[config.mk]
export PLATFORM = sky130hd
export DESIGN_NAME = keypad_scan_4x4
export DESIGN_NICKNAME = d
export VERILOG_FILES = /design/src/rtl/keypad_pkg.sv /design/src/rtl/keypad_sync.sv /design/src/rtl/keypad_scan_4x4.sv
export SDC_FILE = /design/constraint.sdc
export NUM_CORES = 1
export LEC_CHECK = 0
export CORE_ASPECT_RATIO = 1.25
export CORE_MARGIN = 3
export CORE_UTILIZATION = 40
export CTS_BUF_LIST = sky130_fd_sc_hd__clkbuf_4 sky130_fd_sc_hd__clkbuf_8 sky130_fd_sc_hd__clkbuf_16
export CTS_CLUSTER_SIZE = 40
export DETAILED_ROUTE_END_ITERATION = 8
export PLACE_DENSITY = 0.59
export SETUP_SLACK_MARGIN = 0.1
export SYNTH_ARGS = -nofsm -noshare
export SYNTH_HDL_FRONTEND = slang
export SYNTH_HIERARCHICAL = 1
export SYNTH_SLANG_ARGS = --single-unit
[constraint.sdc]
create_clock -name clk -period 5.3 [get_ports clk]
set_input_delay 1.59 -clock clk [delete_from_list [all_inputs] [get_ports clk]]
set_output_delay 1.59 -clock clk [all_outputs]
set_load 0.1 [all_outputs]
[src/rtl/keypad_pkg.sv]
// keypad_pkg: shared types, constants and helpers for the 4x4 keypad scanner.
//   state_e    : debounce FSM state (IDLE, PRESSED)
//   scan_res_e : classification of one full sweep (NONE, SINGLE, MULTI)
//   count_low  : number of active-low rows in one column sample
//   first_low  : index of the lowest active-low row in one column sample
package keypad_pkg;

  typedef enum logic {IDLE, PRESSED} state_e;
  typedef enum logic [1:0] {NONE, SINGLE, MULTI} scan_res_e;

  localparam int          NUM_COLS  = 4;
  localparam int          NUM_ROWS  = 4;
  localparam int          CODE_W    = 4;
  localparam logic [3:0]  COL_RESET = 4'b1110;

  function automatic logic [2:0] count_low(input logic [NUM_ROWS-1:0] rows_n);
    logic [2:0] n;
    n = '0;
    for (int i = 0; i < NUM_ROWS; i++) n = n + 3'(!rows_n[i]);
    return n;
  endfunction

  function automatic logic [1:0] first_low(input logic [NUM_ROWS-1:0] rows_n);
    logic [1:0] idx;
    idx = '0;
    for (int i = NUM_ROWS-1; i >= 0; i--) if (!rows_n[i]) idx = 2'(i);
    return idx;
  endfunction

endpackage

[src/rtl/keypad_sync.sv]
// keypad_sync: W-bit two-flop synchronizer for asynchronous inputs.
//   clk, rst_n : clock, async active-low reset (flops reset to all-ones,
//                matching idle pulled-up keypad rows)
//   d          : asynchronous input
//   q          : synchronized output
module keypad_sync #(
  parameter int W = 4
) (
  input  logic         clk,
  input  logic         rst_n,
  input  logic [W-1:0] d,
  output logic [W-1:0] q
);

  logic [W-1:0] meta;

  always_ff @(posedge clk or negedge rst_n) begin
    if (!rst_n) begin
      meta <= '1;
      q    <= '1;
    end else begin
      meta <= d;
      q    <= meta;
    end
  end

endmodule

[src/rtl/keypad_scan_4x4.sv]
// keypad_scan_4x4: 4x4 matrix keypad scanner with debounce and a 4-digit
// nibble history register for a multiplexed display.
//   clk, rst_n : clock, async active-low reset
//   row_n      : raw keypad rows, active-low, asynchronous
//   clr        : synchronous clear of key_data
//   col_n      : active-low one-hot column drive
//   key_code   : last accepted key code {row, col}
//   key_valid  : one-cycle pulse when a press is accepted
//   key_down   : high while an accepted key is held
//   key_data   : last four accepted codes, newest in [3:0]
module keypad_scan_4x4
  import keypad_pkg::*;
#(
  parameter int SCAN_DIV_W     = 16,
  parameter int DEBOUNCE_SCANS = 4
) (
  input  logic                clk,
  input  logic                rst_n,
  input  logic [NUM_ROWS-1:0] row_n,
  input  logic                clr,
  output logic [NUM_COLS-1:0] col_n,
  output logic [CODE_W-1:0]   key_code,
  output logic                key_valid,
  output logic                key_down,
  output logic [15:0]         key_data
);

  localparam logic [3:0] DEB = 4'(DEBOUNCE_SCANS);
  localparam int COL_W = $clog2(NUM_COLS);

  logic [NUM_ROWS-1:0]   row_s;
  logic [SCAN_DIV_W-1:0] div;
  logic [COL_W-1:0]      col_idx;
  logic [1:0]            hit_acc;   // intersections seen this sweep, saturating at 2
  logic [CODE_W-1:0]     code_acc;  // code of the first single intersection
  logic [CODE_W-1:0]     cand;
  logic [3:0]            press_cnt;
  logic [3:0]            rel_cnt;
  state_e                state;

  keypad_sync #(.W(NUM_ROWS)) u_sync (
    .clk   (clk),
    .rst_n (rst_n),
    .d     (row_n),
    .q     (row_s)
  );

  logic              div_max, sweep_end;
  logic [2:0]        col_hits, hit_sum;
  logic [1:0]        hits_nx;
  logic [CODE_W-1:0] code_nx;
  scan_res_e         sweep_res;
  logic [3:0]        press_nx, rel_nx;

  always_comb begin
    div_max   = &div;
    sweep_end = div_max && (col_idx == COL_W'(NUM_COLS-1));
    col_hits  = count_low(row_s);
    hit_sum   = {1'b0, hit_acc} + col_hits;
    hits_nx   = (hit_sum >= 3'd2) ? 2'd2 : hit_sum[1:0];
    code_nx   = code_acc;
    if (hit_acc == 2'd0 && col_hits == 3'd1) code_nx = {first_low(row_s), col_idx};
    case (hits_nx)
      2'd0:    sweep_res = NONE;
      2'd1:    sweep_res = SINGLE;
      default: sweep_res = MULTI;
    endcase
    // a repeat of the current candidate extends the run, anything else restarts it
    press_nx = (code_nx == cand) ? press_cnt + 4'd1 : 4'd1;
    rel_nx   = rel_cnt + 4'd1;
  end

  always_ff @(posedge clk or negedge rst_n) begin
    if (!rst_n) begin
      div       <= '0;
      col_idx   <= '0;
      col_n     <= COL_RESET;
      hit_acc   <= '0;
      code_acc  <= '0;
      cand      <= '0;
      press_cnt <= '0;
      rel_cnt   <= '0;
      state     <= IDLE;
      key_code  <= '0;
      key_valid <= 1'b0;
      key_down  <= 1'b0;
      key_data  <= '0;
    end else begin
      key_valid <= 1'b0;
      div       <= div + 1'b1;
      if (clr) key_data <= '0;
      if (div_max) begin
        col_idx <= col_idx + 1'b1;
        col_n   <= {col_n[NUM_COLS-2:0], col_n[NUM_COLS-1]};
        if (!sweep_end) begin
          hit_acc  <= hits_nx;
          code_acc <= code_nx;
        end else begin
          hit_acc  <= '0;
          code_acc <= '0;
          case (state)
            IDLE: begin
              if (sweep_res == SINGLE) begin
                cand <= code_nx;
                if (press_nx >= DEB) begin
                  state     <= PRESSED;
                  press_cnt <= '0;
                  rel_cnt   <= '0;
                  key_code  <= code_nx;
                  key_valid <= 1'b1;
                  key_down  <= 1'b1;
                  // acceptance wins over a coincident clear: only the new code survives
                  key_data  <= clr ? {12'h000, code_nx} : {key_data[11:0], code_nx};
                end else begin
                  press_cnt <= press_nx;
                end
              end else begin
                press_cnt <= '0;
              end
            end
            PRESSED: begin
              if (sweep_res == NONE) begin
                if (rel_nx >= DEB) begin
                  state     <= IDLE;
                  key_down  <= 1'b0;
                  press_cnt <= '0;
                  rel_cnt   <= '0;
                end else begin
                  rel_cnt <= rel_nx;
                end
              end else begin
                rel_cnt <= '0;
              end
            end
            default: state <= IDLE;
          endcase
        end
      end
    end
  end

endmodule
==> flow_metrics.py <==
metrics = {
    "outcome": {
        "status": "completed",
    },
    "route": {
        "firstDrtPassIters": 4,
        "routed_via_density": 5.21,
        "wl_um": 6030,
        "ant_nets": 0,
        "drc": 0,
        "drt_iter0_drc": 126,
        "wl_per_cell_um": 14.3,
        "via_count": 2194,
    },
    "power": {
        "finalPower_mw": 1.04,
        "vdd_drop_max_v": 0.000163,
        "cellLeakagePower_nw": 1.63,
        "cellPowerDensity_nw_per_um2": 266,
    },
    "clocking": {
        "clock-sinks": 71,
        "holdBufCountCts": 0,
        "cts_resized": 0,
        "clk_latency_ns": 0.34,
        "cts_setup_buffers": 0,
        "htreeDepth": 3,
        "numCtsBuffers": 9,
        "cts_buffer_depth": 2,
        "cts.clk_slew.worst_paths_ns": 0.07,
        "root_buffer": "clkbuf_8",
        "tritoncts": "yes",
    },
    "sta": {
        "rsz0062_at_grt": "no",
        "slew_headroom": 0.347,
        "report.final.slew_viol_count": 0,
        "timing_hold_violations_final": 0,
        "tightest_slew_ns": 0.976,
        "finalHoldWorstSlack_ns": 0.356,
        "setup_slack_ns": 1.63,
        "fmax_ghz": 0.273,
        "period_minus_slack_ns": 3.67,
        "tns_ns": 0,
        "finalCritPeriodShare": 0.692,
        "finalSetupViolCount": 0,
        "skew_ns": 0.00593,
    },
    "layout": {
        "drive_gt1_frac": 0.132,
        "syn_to_final_growth_pct": 18.1,
        "diodes": 0,
        "fillers": 741,
        "fin_nets": 337,
    },
    "logic_synthesis": {
        "synth_edf_count": 0,
        "yosysSeqAreaShare": 0.543,
        "syn_area_per_cell_um2": 11.6,
        "ys_top_cells_by_area": "dfrtp_1 (46%), dfstp_2 (8.8%), mux2i_1 (6.7%), xnor2_1 (3.5%), nand2_1 (3.1%)",
        "yosysUniqueCellTypes": 53,
        "synth_cells": 283,
        "synthesis.area_um2": 3300,
        "synth_top_area_share": 0.455,
        "synth-seq-cells": 71,
        "synth_async_sr_flop_share": 1.00,
        "syn_nets": 299,
        "synthFlopType": "dfrtp_1",
        "ys_warn_count": 6,
        "synth_common_cells": "dfrtp_1 (60), nand2_1 (27), mux2i_1 (22)",
        "synth.most_common_cell": "dfrtp_1",
        "synth_top_area_cell": "dfrtp_1",
    },
    "worst_setup_path": {
        "crit_required_ns": 5.56,
        "max_stage_delay_ns": 0.55,
        "worst_setup_path_start_kind": "flop",
        "critPathSlowestCell": "dfstp_2",
        "worst_ep_arrival_time_ns": 3.93,
        "path_cells": "inv_1 > fa_1 > ha_1 > ha_1 > fa_1 > xor2_1 > nor2_1 > nand4_1 > nor4_4 > mux2i_1",
        "crit_fanout": 9,
        "cp-end-kind": "flop",
        "path_class": "flop to flop",
    },
    "placed_design": {
        "io_buffers": 32,
        "dp_hpwl_um": 4310,
        "finalWeightedCongestion": 0.735,
        "place_ws_ns": 1.61,
    },
    "die": {
        "die_w_um": 87.2,
        "dieArea_um2": 9370,
        "fp.coreArea_um2": 7930,
        "initial_core_util": 0.416,
        "io_pins": 33,
        "fp.dieH_um": 108,
        "fp-row-count": 36,
    },
    "grt": {
        "grt_pass1_wl_um": 10700,
        "grt_max_degree": 38,
        "antenna_found_initial": 0,
        "grt_pass1_vias": 2268,
        "grt-ovfl-total": 0,
        "grt_usage": 0.148,
    },
    "run": {
        "max_cap_violations": 0,
    },
    "hold_path": {
        "hold_path.class": "flop to flop",
    },
}
-- layout by cell type (no fill, tap or decap), types with 6 or more instances in the layout --
| cell | instances |
|---|---|
| o31ai_1 | 7 |
| mux2i_1 | 22 |
| dfrtp_1 | 60 |
| clkbuf_8 | 10 |
| clkdlybuf4s50_1 | 31 |
| nand2_1 | 27 |
| xnor2_1 | 13 |
| dfstp_2 | 11 |
| xor2_1 | 6 |
| nor2_1 | 12 |
| nand4_1 | 10 |
| inv_1 | 15 |
| nand2b_1 | 16 |
| ha_1 | 7 |
-- path summary, 6_finish.rpt --
kind | cells after the start | slack, ns | to | start
max | 10 | 1.63 | key_code[1] | u_sync/q[0]
min | 0 | 0.36 | u_sync/q[1] | u_sync/meta[1]
max reg2reg | 10 | 1.63 | key_code[1] | u_sync/q[0]
min reg2reg | 0 | 0.36 | u_sync/q[1] | u_sync/meta[1]
max in group asynchronous | 2 | 3.00 | u_sync/q[2] | rst_n
min in group asynchronous | 1 | 1.33 | key_data[12] | rst_n
-- report_power, final --
group | switching, mW | internal (mW) | total, mW
Sequential | 0.00124 | 0.547 | 0.548
Combinational | 0.0429 | 0.0221 | 0.0650
Clock | 0.196 | 0.227 | 0.424
-- through the flow --
step	util	instance area, µm²	instances
6_report	0.491	3890	421
5_1_grt	0.491	3890	421
4_1_cts	0.491	3890	421
3_5_place_dp	0.466	3690	405
3_3_place_gp	0.466	3690	405
2_1_floorplan	-	3300	283
-- layer usage --
metal / GRT usage / wire length (µm) / vias up
li1: - / - / 1069
met1: 0.189 / 2710 / 1072
met2: 0.240 / 2940 / 44
met3: 0.0360 / 264 / 9
met4: 0.0625 / 103 / 0
met5: 0 / 0 / -
-- worst max-delay path, delay by kind of cell (launching register included) --
kind | cells | cell delay (ns)
adder cells (fa/ha/maj) | 4 | 1.40
AND/OR/NAND/NOR | 3 | 1.19
flip-flops | 1 | 0.55
multiplexers | 1 | 0.23
XOR/XNOR | 1 | 0.16
buffers and inverters | 1 | 0.06
-- flip-flops by register name, indices dropped and copies added (netlist names), 4 cells and up --
signal	flops
cand	4
u_sync/q	4
col_n	4
code_acc	4
press_cnt	4
key_data	16
div	16
u_sync/meta	4
key_code	4
rel_cnt	4
-- cell families (layout without fill, tap and decap cells) --
| family | count (synthesis) | count (layout) | share of synthesized area |
|---|---|---|---|
| fa+ha+maj | 9 | 9 | 0.0387 |
| xor+xnor | 19 | 19 | 0.0505 |
| buf+inv | 23 | 66 | 0.0338 |
| compound gates | 37 | 37 | 0.0831 |
| simple gates | 97 | 97 | 0.167 |
| mux | 27 | 27 | 0.0839 |
| flops | 71 | 71 | 0.543 |
-- final cells by class --
type,count,area (µm²),share of cell area
sequential,71,1790,0.460
multi-input combinational,189,1400,0.358
timing repair buffer,34,330,0.0849
clock buffer,10,138,0.0354
tap,95,119,0.0305
clock inverter,6,60.1,0.0154
inverter,16,60.1,0.0154
Note: power is estimated with default switching activity, not from simulation.
